$ cat src/rtl/ntt_delay_pkg.sv
// Shared types, defaults and width helpers for the NTT alignment delay line.
package ntt_delay_pkg;

    localparam int unsigned WIDTH_DEF     = 16;
    localparam int unsigned LANES_DEF     = 1;
    localparam int unsigned MAX_DELAY_DEF = 8;
    localparam int unsigned BUS_W_DEF     = WIDTH_DEF * LANES_DEF;

    // Width needed to hold a delay or count in 0..max_delay
    function automatic int unsigned dw_of(input int unsigned max_delay);
        return $clog2(max_delay + 1);
    endfunction

    // Config handshake pulse state
    typedef enum logic [1:0] {
        CFG_IDLE = 2'd0,
        CFG_ACK  = 2'd1,
        CFG_ERR  = 2'd2
    } cfg_state_t;

endpackage

$ cat src/rtl/ntt_delay_stage.sv
// One enable-gated {valid, data} pipeline stage; only the valid bit is reset.
module ntt_delay_stage
    import ntt_delay_pkg::*;
#(
    parameter int unsigned BW = BUS_W_DEF
)(
    input  logic          clk,
    input  logic          rst_n,
    input  logic          i_en,
    input  logic          i_clr,
    input  logic          i_valid,
    input  logic [BW-1:0] i_data,
    output logic          o_valid,
    output logic [BW-1:0] o_data
);

    logic          r_valid;
    logic [BW-1:0] r_data;

    // Valid bit: synchronous clear wins over advance
    always_ff @(posedge clk or negedge rst_n) begin
        if (!rst_n) begin
            r_valid <= 1'b0;
        end else if (i_clr) begin
            r_valid <= 1'b0;
        end else if (i_en) begin
            r_valid <= i_valid;
        end
    end

    // Data payload: no reset, qualified downstream by the valid bit
    always_ff @(posedge clk) begin
        if (i_en) begin
            r_data <= i_data;
        end
    end

    assign o_valid = r_valid;
    assign o_data  = r_data;

endmodule

$ cat src/rtl/ntt_delay_pipe.sv
// Run-time configurable, valid-tracked multi-lane delay line with stall and flush.
module ntt_delay_pipe
    import ntt_delay_pkg::*;
#(
    parameter int unsigned WIDTH         = WIDTH_DEF,
    parameter int unsigned LANES         = LANES_DEF,
    parameter int unsigned MAX_DELAY     = MAX_DELAY_DEF,
    parameter int unsigned DEFAULT_DELAY = MAX_DELAY_DEF,
    localparam int unsigned DW           = dw_of(MAX_DELAY),
    localparam int unsigned BW           = WIDTH * LANES
)(
    input  logic          clk,
    input  logic          rst_n,
    input  logic          en,
    input  logic          flush,
    input  logic          in_valid,
    input  logic [BW-1:0] din,
    input  logic          cfg_load,
    input  logic [DW-1:0] cfg_delay,
    output logic          cfg_ack,
    output logic          cfg_err,
    output logic          out_valid,
    output logic [BW-1:0] dout,
    output logic [DW-1:0] delay_cur,
    output logic [DW-1:0] inflight,
    output logic          busy
);

    logic [DW-1:0]        r_delay;
    logic [DW-1:0]        r_inflight;
    cfg_state_t           r_state;
    cfg_state_t           w_state_nxt;

    logic                 w_accept;
    logic [DW-1:0]        w_d_eff;
    logic                 w_inc;
    logic                 w_dec;
    logic                 w_tap_valid;
    logic [BW-1:0]        w_tap_data;
    logic [MAX_DELAY-1:0] w_stg_vin;
    logic [MAX_DELAY-1:0] w_stg_valid;
    logic [BW-1:0]        w_stg_din  [MAX_DELAY];
    logic [BW-1:0]        w_stg_data [MAX_DELAY];

    // A load is only safe when nothing is in flight, so words never straddle two delays
    assign w_accept = cfg_load & ~flush & (r_inflight == '0) & (cfg_delay <= DW'(MAX_DELAY));
    // Delay that governs the word captured on this edge
    assign w_d_eff  = w_accept ? cfg_delay : r_delay;

    // Stage chain; valid is killed once a word moves past the tap so stale words never resurface
    for (genvar k = 0; k < MAX_DELAY; k++) begin : g_stage
        if (k == 0) begin : g_head
            assign w_stg_vin[k] = in_valid & (w_d_eff != '0);
            assign w_stg_din[k] = din;
        end else begin : g_body
            assign w_stg_vin[k] = w_stg_valid[k-1] & (DW'(k) < w_d_eff);
            assign w_stg_din[k] = w_stg_data[k-1];
        end

        ntt_delay_stage #(
            .BW (BW)
        ) u_stage (
            .clk     (clk),
            .rst_n   (rst_n),
            .i_en    (en),
            .i_clr   (flush),
            .i_valid (w_stg_vin[k]),
            .i_data  (w_stg_din[k]),
            .o_valid (w_stg_valid[k]),
            .o_data  (w_stg_data[k])
        );
    end

    // Tap mux: select stage delay_cur-1
    always_comb begin
        w_tap_valid = 1'b0;
        w_tap_data  = '0;
        for (int k = 0; k < MAX_DELAY; k++) begin
            if (r_delay == DW'(k + 1)) begin
                w_tap_valid = w_stg_valid[k];
                w_tap_data  = w_stg_data[k];
            end
        end
    end

    // Output select: combinational bypass at zero delay, masked data otherwise
    always_comb begin
        out_valid = w_tap_valid;
        dout      = w_tap_valid ? w_tap_data : '0;
        if (r_delay == '0) begin
            out_valid = in_valid & en;
            dout      = (in_valid & en) ? din : '0;
        end
    end

    assign w_inc = in_valid & (w_d_eff != '0);
    assign w_dec = w_tap_valid & (r_delay != '0);

    // In-flight word counter
    always_ff @(posedge clk or negedge rst_n) begin
        if (!rst_n) begin
            r_inflight <= '0;
        end else if (flush) begin
            r_inflight <= '0;
        end else if (en) begin
            r_inflight <= r_inflight + DW'(w_inc) - DW'(w_dec);
        end
    end

    // Active delay register
    always_ff @(posedge clk or negedge rst_n) begin
        if (!rst_n) begin
            r_delay <= DW'(DEFAULT_DELAY);
        end else if (w_accept) begin
            r_delay <= cfg_delay;
        end
    end

    // Config pulse state register
    always_ff @(posedge clk or negedge rst_n) begin
        if (!rst_n) begin
            r_state <= CFG_IDLE;
        end else begin
            r_state <= w_state_nxt;
        end
    end

    // Config next state and pulse decode
    always_comb begin
        w_state_nxt = CFG_IDLE;
        cfg_ack     = 1'b0;
        cfg_err     = 1'b0;
        if (cfg_load) begin
            w_state_nxt = w_accept ? CFG_ACK : CFG_ERR;
        end
        case (r_state)
            CFG_ACK: cfg_ack = 1'b1;
            CFG_ERR: cfg_err = 1'b1;
            default: ;
        endcase
    end

    assign delay_cur = r_delay;
    assign inflight  = r_inflight;
    assign busy      = (r_inflight != '0);

endmodule

$ cat config.mk
export PLATFORM = sky130hd
export DESIGN_NAME = ntt_delay_pipe
export DESIGN_NICKNAME = d
export VERILOG_FILES = /design/src/rtl/ntt_delay_pkg.sv /design/src/rtl/ntt_delay_stage.sv /design/src/rtl/ntt_delay_pipe.sv
export SDC_FILE = /design/constraint.sdc
export NUM_CORES = 1
export LEC_CHECK = 0
export CORE_MARGIN = 5
export CORE_UTILIZATION = 35
export DETAILED_ROUTE_END_ITERATION = 10
export PLACE_DENSITY = 0.64
export SLEW_MARGIN = 5
export SYNTH_ARGS = -nofsm -noshare
export SYNTH_HDL_FRONTEND = slang
export SYNTH_SLANG_ARGS = --single-unit
$ cat constraint.sdc
create_clock -name clk -period 3.2 [get_ports clk]
set_clock_uncertainty 0.15 [all_clocks]
set_input_delay 0.32 -clock clk [delete_from_list [all_inputs] [get_ports clk]]
set_output_delay 0.32 -clock clk [all_outputs]
set_load 0.005 [all_outputs]
==> results by stage, run 1 <==
Detailed routing:
- In this run the remaining antenna-violating nets after routing total 0.
- The initial detailed-routing violation count is 458.
- Dividing the detail-routed via count by the number of cells gives 5.544.
- The wire length per cell after detailed routing is 20.07 um.
- After detailed routing, the total wire length is 15860 um.
- The DRC violation count after routing is 0.
- The routed layout has 4380 vias.
- Before antenna repair, the detailed router went through 5 iterations.

Placed design:
- Detailed placement finished with a half-perimeter wire length of 10090 um.
- The routability congestion estimate from global placement is 0.8230.
- The total of buffers placed on input and output ports is 53.

GRT:
- Global routing used 15.58% of the available tracks across all layers.
- Entering global routing, the biggest net connects 77 pins.
- The global routing stage identified its most utilized layer as met2.
- The via count of the first global-routing pass is 4437.
- The number of antenna violations at the first check in global routing is 0.
- In the global route stage, met1 resource usage came out at 21.37%.
- Global routing used 4.042% of the available met3 tracks.
- The first global-routing pass estimated 24900 um of wire.
- The met2 track utilization from global routing is 24.13%.
- The total overflow left after global routing is 0.

CTS:
- The register clock-pin slew on the reported worst setup and hold paths is 60 ps.
- The clock tree from TritonCTS is yes.
- The H-tree generated during clock tree synthesis spans 4 levels.
- The longest clock path from root to sink contains 2 buffers.
- The TritonCTS sink count is 146.
- The source-to-sink clock delay at the later pin of the worst-skew pair is 410 ps.
- The TritonCTS buffer count is 17.
- The clock root buffer is sky130_fd_sc_hd__clkbuf_16.

Timing:
- The worst setup margin is -107.8 ps.
- The fmax is 0.3023 GHz.
- The relative slew slack is 34.24%.
- The slew at the pin closest to its max-slew limit is 986.4 ps.
- The minimum period implied by the final worst setup slack is 3308 ps.
- The number of hold-slack violations in the final timing report is 0.
- The sum of negative setup slack is -520.5 ps.
- The final count of negative-setup-slack endpoints is 7.
- In the finished design, the share of the clock period the worst path needs comes to 103.4%.
- The number of pins exceeding their max-slew limit in the final report is 0.
- Setup repair after global routing could not meet its margin everywhere.

Yosys:
- The synthesized area per cell is 13.92 sq um.
- Ranked by total cell area, the synthesized netlist is headed by sky130_fd_sc_hd__edfxtp_1 60%, sky130_fd_sc_hd__dfrtp_1 6.7%, sky130_fd_sc_hd__o221ai_1 2.2%, sky130_fd_sc_hd__o22a_1 2.1%, sky130_fd_sc_hd__mux2i_1 2.0%.
- In this run, synthesis produced a sequential element count of 146.
- Of the post-synthesis cell area, the dominant cell type holds 60.40%.
- Yosys mapped a number of flops with a built-in enable equal to 128.
- The cell count after synthesis came out at 457.
- Among all flip-flop cells after synthesis, the most frequent one is sky130_fd_sc_hd__edfxtp_1.
- In the synthesized netlist the async set-or-reset flop fraction comes to 12.33%.
- The share of synthesized area occupied by flip-flops and latches is 67.50%.
- After synthesis, the most frequently instantiated cells are 128 x sky130_fd_sc_hd__edfxtp_1, 30 x sky130_fd_sc_hd__nand2_1, 29 x sky130_fd_sc_hd__nor2_1.
- The number of nets in the synthesized netlist is 489.
- The most common cell in the netlist is sky130_fd_sc_hd__edfxtp_1.
- The number of unique standard cell types used by synthesis is 55.
- The synthesized netlist occupies a cell area of 6364 sq um.
- For this run, the number of Yosys warnings is 0.
- sky130_fd_sc_hd__edfxtp_1 takes more of the synthesized area than any other cell.

Job:
- Max-cap violations in this run came to 0.

Cells and area:
- Cells with a size suffix above 1 make up 18.00% of the layout.
- The final layout contains 581 nets.
- The area added between synthesis and finish is 26.54%.
- The final core area utilization is 44.83%.
- 0 antenna diodes ended up in the layout.

Power and ir drop:
- IR analysis of the VDD net gives a maximum drop of 0.4321 mV.
- Power spread over the standard cell area amounts to 850.9 nW/um^2.
- The leakage power total is 3.075 nW.

Setup path:
- The startpoint identified for the worst register-to-register timing path is delay_cur[0].
- The worst setup path is of the reg2out kind.
- In this run the worst path has a maximum fanout of 6.
- The worst setup path startpoint is delay_cur[0].
- STA classifies the critical path startpoint as a register.
- The required arrival time at the worst endpoint is 2730 ps.
- The worst setup path is captured at a primary output.
- The data arrival time of the worst path is 2840 ps.

Run status:
- The flow ran to the end, but the final reports show violations.
- The final reports fail on setup timing.

Die:
- The core footprint is 17960 sq um.
- Pin placement for this block handled 54 I/O pins.
- The floorplan die area is 20980 sq um.
- The floorplan step set the die width to 144.8 um.
- The die is 144.8 um tall.
- The effective utilization at floorplan is 35.43%.
- The row count is 49.

Min path:
- The min-delay analysis places its worst path in the category in2async.
[state kept, by name, summed over array words and instances, names as in the netlist]
register	flops
g_stage.u_stage.o_valid	8
inflight	4
delay_cur	4
g_stage.u_stage.o_data	128
r_state	2
[kinds of logic (layout without fill, tap and decap cells)]
group / after synthesis / after routing / share of synthesized area, %
flops: 146 / 146 / 67.50
compound gates: 140 / 140 / 16.75
simple gates: 105 / 105 / 8.494
buf+inv: 42 / 146 / 3.107
mux: 16 / 16 / 2.576
fa+ha+maj: 6 / 6 / 1.298
xor+xnor: 2 / 2 / 0.2753
[path summary, 6_finish.rpt]
path | endpoint | slack (ps) | depth (start not counted)
setup / recovery | dout[7] | -110 | 9
hold / removal | inflight[3] | 230 | 1
setup reg to reg | inflight[2] | 170 | 13
hold reg to reg | g_stage[5].u_stage.o_data[3] | 300 | 0
max in group asynchronous | delay_cur[1] | 2090 | 1
min in group clk | g_stage[0].u_stage.o_valid | 260 | 4
[placed cells by master (no fill, tap or decap), types with 3 or more instances in the layout]
master	n
sky130_fd_sc_hd__edfxtp_1	128
sky130_fd_sc_hd__a21o_1	9
sky130_fd_sc_hd__o2bb2ai_1	9
sky130_fd_sc_hd__o22ai_1	8
sky130_fd_sc_hd__dlymetal6s2s_1	10
sky130_fd_sc_hd__mux2i_1	13
sky130_fd_sc_hd__a222oi_1	9
sky130_fd_sc_hd__nand3b_1	4
sky130_fd_sc_hd__clkbuf_16	17
sky130_fd_sc_hd__a21oi_1	14
sky130_fd_sc_hd__a22o_1	10
sky130_fd_sc_hd__nand3_1	9
sky130_fd_sc_hd__nor2_1	29
sky130_fd_sc_hd__dfrtp_1	14
sky130_fd_sc_hd__buf_6	4
sky130_fd_sc_hd__a32o_1	5
sky130_fd_sc_hd__clkdlybuf4s50_1	42
sky130_fd_sc_hd__nor2b_1	5
sky130_fd_sc_hd__o32ai_1	4
sky130_fd_sc_hd__o21ai_0	26
sky130_fd_sc_hd__ha_1	5
sky130_fd_sc_hd__o22a_1	15
sky130_fd_sc_hd__nand2b_1	8
sky130_fd_sc_hd__buf_4	45
sky130_fd_sc_hd__o221ai_1	16
sky130_fd_sc_hd__nand2_1	28
sky130_fd_sc_hd__inv_1	10
sky130_fd_sc_hd__clkbuf_1	6
sky130_fd_sc_hd__dfrtp_2	3
sky130_fd_sc_hd__clkinv_2	4
[final cells by class]
type / count / area [sq um]
fillers: 1561 / 9911
clock buffers: 23 / 447.9
multi-input cells: 269 / 1929
flip-flops and latches: 146 / 4303
repair buffers: 103 / 953.4
clock inverters: 8 / 87.58
inverters: 12 / 45.04
well taps: 229 / 286.5
[worst max-delay path: stages, from the launching register on]
cell	delay, ps
sky130_fd_sc_hd__dfrtp_2	420
sky130_fd_sc_hd__buf_2	170
sky130_fd_sc_hd__nor4bb_2	270
sky130_fd_sc_hd__a21oi_1	60
sky130_fd_sc_hd__a21o_1	190
sky130_fd_sc_hd__a221oi_4	340
sky130_fd_sc_hd__buf_4	170
sky130_fd_sc_hd__buf_6	120
sky130_fd_sc_hd__a32o_2	170
sky130_fd_sc_hd__clkdlybuf4s50_1	500
[where the power goes]
group | total (mW) | internal [mW] | switching (mW)
logic | 2.63 | 1.23 | 1.40
registers | 2.40 | 2.26 | 0.140
clock network | 1.82 | 1.13 | 0.693
[metrics by stage]
stage	instance area (sq um)	cells	worst slack [ps]	hold WS, ps	total power, mW
final	8053	790	-107.8	229.0	6.852
after global routing	8053	790	-215.8	253.6	7.206
after CTS	7950	786	-103.5	240.5	6.798
after detailed placement	7296	745	8.514	286.0	4.800
after global placement	7296	745	71.76	278.6	4.755
after floorplan	6364	457	228.4	-125.6	3.831
[per-layer routing]
| layer | up-vias | wire length [um] |
|---|---|---|
| met5 | - | 0 |
| met4 | 0 | 209 |
| met3 | 20 | 990 |
| met2 | 167 | 7617 |
| met1 | 2199 | 7038 |
| li1 | 1994 | - |
[repair_timing]
action,4_1_cts,5_1_grt
hold buffers,0,0
pin swaps,5,5
gates resized for setup,15,19
endpoints found under the hold margin,0,0
endpoints found under the setup margin,16,20
setup buffers,10,4
No activity file was read; power rests on OpenSTA's default activity.
==> run 2, diff against run 1 <==
PLACE_DENSITY = 0.51   (was 0.64)
==> results by stage, run 2 (synthesized netlist as in run 1, its figures left out) <==
Detailed routing:
- In the routed layout, each cell is associated on average with a via count of 5.412.
- Detailed routing inserted a total of 4297 vias.
- After detailed routing, the average wire length per cell comes to 19.95 um.
- The number of optimization iterations in the first detailed-route pass is 5.
- For this block, the initial DRC count from the detailed router was 444.
- The DRC violation count after routing is 0.
- The sum of routed wire length over all layers is 15840 um.
- The count of nets left with antenna violations once routing finished came out at 0.

Cells and area:
- The total number of nets in the final design is 584.
- The register with the most flip-flops in the layout has 128 of them.
- The share of cells above drive strength 1 is 20.00%.
- The number of antenna diodes in the final layout is 0.
- The most common library cell in the layout ignoring fill and taps is sky130_fd_sc_hd__edfxtp_1.
- The area of the multi-input gates is 1941 sq um.
- The count of fill cells added during filler insertion is 1620.
- The post-layout instance area is 8157 sq um.
- Leaving out fill and tap cells, the most frequent cells in the layout are 128 x sky130_fd_sc_hd__edfxtp_1, 45 x sky130_fd_sc_hd__buf_4, 35 x sky130_fd_sc_hd__clkdlybuf4s50_1.
- The sequential cells in the finished layout cover a total of 4299 sq um.
- For this run, the number of standard cells in the final layout without fillers is 794.
- The final core area utilization is 45.41%.
- The area growth from synthesis to layout is 28.18%.

Timing:
- The slew at the pin closest to its max-slew limit is 938.3 ps.
- The final worst hold slack is 206.3 ps.
- Static timing analysis puts the maximum clock frequency at 0.3254 GHz.
- Across all setup checks in the final design, the least slack found is 126.7 ps.
- The worst path in the final design needs a cycle of 3073 ps, including I/O delays and setup.
- The number of hold-slack violations in the final timing report is 0.
- The number of pins exceeding their max-slew limit in the final report is 0.
- In the finished design, the share of the clock period the worst path needs comes to 96.04%.
- In the final timing run, aggregate negative setup slack is 0 ps.
- In this run the tightest slew margin relative to its limit is 37.45%.
- Setup violations remaining at the end of the flow were counted as 0.

Placed design:
- The total placed instance area is 7311 sq um.
- The detailed placer's ending HPWL is 9919 um.
- At the end of routability-driven placement, the weighted congestion stood at 0.7997.
- During placement, the flow inserted port buffers numbering 53.
- OpenSTA, run right after detailed placement, puts the worst setup slack at -26.36 ps.
- The number of cells in the design after placement is 745.

Setup path:
- The most frequent cell on the critical path is sky130_fd_sc_hd__buf_4.
- In this run the register-to-register setup slack is 140 ps.
- The kind of start point of the critical path is a register.
- The required arrival time at the worst endpoint is 2730 ps.
- Together, buffers and inverters on the worst path number 6.
- The critical setup path kind is reg2out.
- The slowest cell on the critical path is sky130_fd_sc_hd__a221oi_4.
- On the worst path, the slowest cell contributes a delay of 390 ps.
- STA classifies the critical path endpoint as a primary output.
- Broken down by cell family, the worst path's largest delay share belongs to compound AO/OA/AOI/OAI gates.
- The data arrival time of the worst path is 2600 ps.
- In this run the worst path has a maximum fanout of 10.
- The signal on the critical path passes through buf_6 > nor4bb_2 > a21oi_1 > a21o_1 > a221oi_4 > buf_4 > buf_6 > buf_4 > buf_4 > a32o_1 > dlymetal6s2s_1.

CTS:
- Counting every sink on the clock net gives 146.
- The TritonCTS buffer count is 17.
- TritonCTS built the clock tree.
- After clock tree synthesis, the clock-pin slew on the worst setup and hold paths is 60 ps.
- In this run the deepest clock path goes through 2 buffers.
- The source-to-sink clock delay at the later pin of the worst-skew pair is 420 ps.
- The H-tree generated during clock tree synthesis spans 4 levels.
- CTS placed an instance of sky130_fd_sc_hd__clkbuf_16 at the clock tree root.
- For this design, the CTS-stage hold fixing added 0 buffers.

GRT:
- The maximum number of pins on one net before global-route repair is 77.
- The first global-routing pass estimated 24780 um of wire.
- The via count of the first global-routing pass came to 4319.
- Summed over all layers, the global routing overflow is 0.
- The number of antenna violations at the first check in global routing is 0.
- The total global routing track utilization is 15.75%.

Die:
- Measured along the y axis, the die boundary spans 144.8 um.
- The core region is 17960 sq um.
- Once the floorplan was initialized, standard cells occupied 35.43% of the core.
- The die covers 20980 sq um.
- The row count is 49.
- The width of the chip is 144.8 um.
- In this run the count of I/O pins placed on the die edge is 54.

Power and ir drop:
- Across the VDD grid, the largest voltage drop is 0.4572 mV.
- The post-route total power is 7.058 mW.
- For this design the ratio of total power to cell area is 865.3 nW/um^2.
- The leakage power total is 3.129 nW.

Min path:
- The worst hold-check path type is in2reg.

Job:
- The tool flagged a number of max-cap violations equal to 0.

Run status:
- The run finished with clean final reports.
-- run 2: cell count changes in the layout (fill, tap and decap cells not counted), moves of 3 or more --
cell / change
sky130_fd_sc_hd__dlygate4sd2_1: +5
sky130_fd_sc_hd__clkbuf_1: -3
sky130_fd_sc_hd__clkdlybuf4s50_1: -7
sky130_fd_sc_hd__clkinvlp_4: +4
-- run 2: routing by layer --
metal	GRT usage [%]	wire (um)	up-vias
li1	-	-	2000
met1	22.21	7422	2150
met2	23.03	7273	125
met3	4.535	800	22
met4	6.038	341	0
met5	0	0	-
-- run 2: worst paths after layout --
kind                                         startpoint  cells after the start                           end
setup / recovery                           delay_cur[3]                     11                       dout[9]
hold / removal                                       en                      4    g_stage[0].u_stage.o_valid
setup reg to reg                           delay_cur[3]                     14                   inflight[3]
hold reg to reg            g_stage[1].u_stage.o_data[0]                      0  g_stage[2].u_stage.o_data[0]
max in group asynchronous                         rst_n                      1                  delay_cur[1]
min in group asynchronous                         rst_n                      1    g_stage[4].u_stage.o_valid
-- run 2: worst register-to-register path, stage by stage (launching register included) --
cell,delay [ps]
sky130_fd_sc_hd__dfstp_2,380
sky130_fd_sc_hd__buf_6,140
sky130_fd_sc_hd__nor4bb_2,250
sky130_fd_sc_hd__a21oi_1,70
sky130_fd_sc_hd__a21o_1,190
sky130_fd_sc_hd__a221oi_4,390
sky130_fd_sc_hd__buf_4,170
sky130_fd_sc_hd__buf_4,110
sky130_fd_sc_hd__ha_1,150
sky130_fd_sc_hd__inv_1,70
sky130_fd_sc_hd__ha_1,270
sky130_fd_sc_hd__a21o_1,160
sky130_fd_sc_hd__a21oi_2,140
sky130_fd_sc_hd__xnor2_1,150
sky130_fd_sc_hd__a211oi_2,90
-- run 2: power by group --
group          switching [mW]  internal (mW)  leakage (nW)  total (mW)
Clock                   0.783           1.23         0.277        2.01
Combinational            1.40           1.27          1.37        2.67
Sequential              0.130           2.25          1.49        2.38
Total                    2.31           4.75          3.13        7.06
-- run 2: cell type report --
type | instances | area share, %
multi-input cells | 269 | 23.79
inverters | 12 | 0.5522
clock buffers | 20 | 5.354
flip-flops and latches | 146 | 52.71
repair buffers | 106 | 12.16
well taps | 229 | 3.513
clock inverters | 12 | 1.917
-- run 2: repair_timing --
item	4_1_cts	5_1_grt
resized for setup	16	28
cloned	0	0
setup buffers	6	11
endpoints found under the setup margin	17	16
pin swaps	6	10
==> run 3, diff against run 2 <==
PLACE_DENSITY = 0.53   (was 0.51)
clock period = 2.8 ns   (was 3.2 ns; I/O delays follow)
==> results by stage, run 3 (synthesized netlist as in run 1, its figures left out) <==
Run status:
- The flow ran to the end, but the final reports show violations.
- The final reports fail on setup timing.

CTS:
- TritonCTS built the clock tree.
- The source-to-sink clock delay at the later pin of the worst-skew pair is 420 ps.
- The number of buffers inserted for hold repair after clock tree synthesis is 0.
- The register clock-pin slew on the reported worst setup and hold paths is 60 ps.
- The clock tree synthesis step divided the H-tree into 4 levels.
- The tree is rooted in a sky130_fd_sc_hd__clkbuf_16.
- The TritonCTS buffer count is 17.
- The TritonCTS sink count is 146.
- The maximum count of clock buffers along a single path is 2.

Timing:
- In this run the tightest slew margin relative to its limit is 41.53%.
- The fmax is 0.3515 GHz.
- The number of hold-slack violations in the final timing report came to 0.
- The number of pins exceeding their max-slew limit in the final report is 0.
- Setup repair after global routing could not meet its margin everywhere.
- The worst setup margin is -45.02 ps.
- The minimum period implied by the final worst setup slack is 2845 ps.
- The final critical path takes up 101.6% of the cycle.
- The slew at the pin closest to its max-slew limit is 874.3 ps.
- The final count of negative-setup-slack endpoints is 7.

Power and ir drop:
- The design draws 8.537 mW.
- The internal power consumption is 5.703 mW.
- The share of total power in sequential cells is 31.8%.
- The leakage power total is 3.109 nW.
- Power spread over the standard cell area amounts to 1015 nW/um^2.
- The worst voltage drop across the vdd grid is 0.5750 mV.
- Per report_power, the clock group accounts for 28.7% of the total.
- For this design the total switching power over the nets is 2.834 mW.
- The share of power burned in combinational logic is 39.6%.
- In this run switching power makes up 33.20% of total power.

Die:
- The core footprint is 17960 sq um.
- The number of placed I/O pins is 54.
- The floorplan step set the die width to 144.8 um.
- After floorplanning, the core was divided into 49 placement rows.
- The floorplan step defined a die boundary enclosing 20980 sq um.
- The die outline height is 144.8 um.
- The effective utilization at floorplan is 35.43%.

Placed design:
- The minimum setup slack after placement is -313.0 ps.
- The routability congestion estimate from global placement is 0.8268.
- Input and output buffers added on the ports amount to 53.
- The detailed placer's ending HPWL is 10190 um.

Setup path:
- Data arrives at the worst endpoint at 3000 ps.
- Data on the critical path is required at its endpoint by 2950 ps.
- The worst setup path startpoint is delay_cur[0].
- For this run, the slowest stage of the critical path takes 450 ps.
- For flop-to-flop paths, the worst setup slack is -50 ps.
- The slowest stage of the critical path belongs to the cell sky130_fd_sc_hd__dfrtp_2.
- The biggest fanout along the worst timing path is 8.
- The start of the worst register-to-register path is delay_cur[0].
- The capturing element of the worst setup path is inflight[1].
- The critical setup path kind is reg2reg.
- The category of the worst setup path capture point is a register.
- The most frequent cell on the critical path is sky130_fd_sc_hd__buf_6.
- The endpoint identified for the worst register-to-register timing path is inflight[1].
- Walking the worst path, the cells encountered are buf_6 > nand2b_1 > nor3_1 > a21oi_2 > a221oi_4 > buf_6 > buf_6 > ha_4 > inv_4 > ha_4 > fa_2 > mux2i_1 > nor2_1.
- The number of cells on the worst reg-to-reg path is 13.
- The worst setup path is launched from a register.

Cells and area:
- The post-route netlist has 29.86% of its cells at a drive strength greater than 1.
- The top cell types in the final layout, fill and taps aside, are 128 x sky130_fd_sc_hd__edfxtp_1, 58 x sky130_fd_sc_hd__buf_4, 35 x sky130_fd_sc_hd__clkdlybuf4s50_1.
- The register with the most flip-flops in the layout has 128 of them.
- The area added between synthesis and finish is 32.11%.
- The layout has 1551 filler cells.
- Leaving out fill and tap cells, the most frequent cell in the layout is sky130_fd_sc_hd__edfxtp_1.
- 0 antenna diodes ended up in the layout.
- The net count of the finished layout is 605.

Detailed routing:
- The detailed router finished its first iteration with 521 violations.
- The sum of routed wire length over all layers is 16160 um.
- The first detailed-routing pass took 6 iterations.
- The DRC violation count after routing is 0.
- Dividing the detail-routed wire length by the instance count gives 19.82 um.
- Using the TritonRoute via totals, the vias-per-cell ratio works out to 5.362.
- The detailed router placed 4370 vias in this run.
- The number of routed nets with antenna violations is 0.

GRT:
- The via count of the first global-routing pass was 4459.
- The total global routing track utilization is 15.95%.
- The total congestion overflow is 0.
- The number of antenna violations at the first check in global routing is 0.
- The wire length of the first global-routing pass is 25370 um.
- The maximum number of pins on one net before global-route repair is 67.

Min path:
- The worst hold-check path type is in2reg.

Job:
- The number of max-cap violations is 0.
==> run 3: what timing repair did <==
item | CTS | global route
endpoints found under the setup margin | 20 | 20
gates resized for setup | 85 | 49
pin swaps | 27 | 31
cloned | 1 | 0
buffers inserted | 17 | 4
==> run 3: power groups by stage <==
stage / clock network (mW) / registers [mW] / logic (mW)
after global placement: 0 / 2.75 / 2.92
after detailed placement: 0 / 2.76 / 2.92
after CTS: 2.48 / 2.70 / 3.18
final: 2.45 / 2.71 / 3.38
after global routing: 2.58 / 2.73 / 3.68
after floorplan: 0 / 2.70 / 1.73
==> run 3: worst max-delay path, delay by kind of cell, from the launching register on <==
family                     cells  cell delay [ps]
and+or+nand+nor                3              350
AOI/OAI and AO/OA              2              430
buffers and inverters          4              470
adders and majority gates      3              750
muxes                          1              140
DFF                            1              450
==> run 3: worst min-delay path by stage <==
stage | cells after the start | from | endpoint | slack [ps]
finish | 1 | en | g_stage[0].u_stage.o_data[6] | 80
global placement | 0 | g_stage[3].u_stage.o_data[9] | g_stage[4].u_stage.o_data[9] | 280
floorplan | 0 | rst_n | delay_cur[0] | -170
detailed placement | 0 | g_stage[3].u_stage.o_data[9] | g_stage[4].u_stage.o_data[9] | 280
global route | 1 | en | g_stage[1].u_stage.o_data[3] | 80
CTS | 1 | en | g_stage[0].u_stage.o_data[6] | 70
==> run 3: layout make-up <==
class | instances | area, sq um | area share, %
inverters | 12 | 47.55 | 0.5656
clock buffers | 17 | 425.4 | 5.060
clock inverters | 15 | 206.4 | 2.456
well taps | 229 | 286.5 | 3.408
multi-input cells | 269 | 2077 | 24.71
flip-flops and latches | 146 | 4298 | 51.12
repair buffers | 127 | 1066 | 12.68
==> run 3: through the flow <==
step | instances | utilization [%] | TNS (ps) | hold WS (ps) | area (sq um)
6_report | 815 | 46.80 | -232.5 | 84.26 | 8407
4_1_cts | 814 | 46.04 | -908.1 | 72.72 | 8270
5_1_grt | 815 | 46.80 | -1873 | 78.95 | 8407
3_3_place_gp | 764 | 41.58 | -972.5 | 278.5 | 7468
2_1_floorplan | 457 | - | -190.4 | -165.6 | 6390
3_5_place_dp | 764 | 41.58 | -1043 | 281.4 | 7468
==> run 3: layer usage <==
metal / track usage (%) / up-vias / share of wire [%]
met5: 0 / - / 0
met4: 5.498 / 0 / 1.8
met3: 4.009 / 27 / 4.5
met2: 24.34 / 124 / 47
met1: 22.26 / 2175 / 47
li1: - / 2044 / -
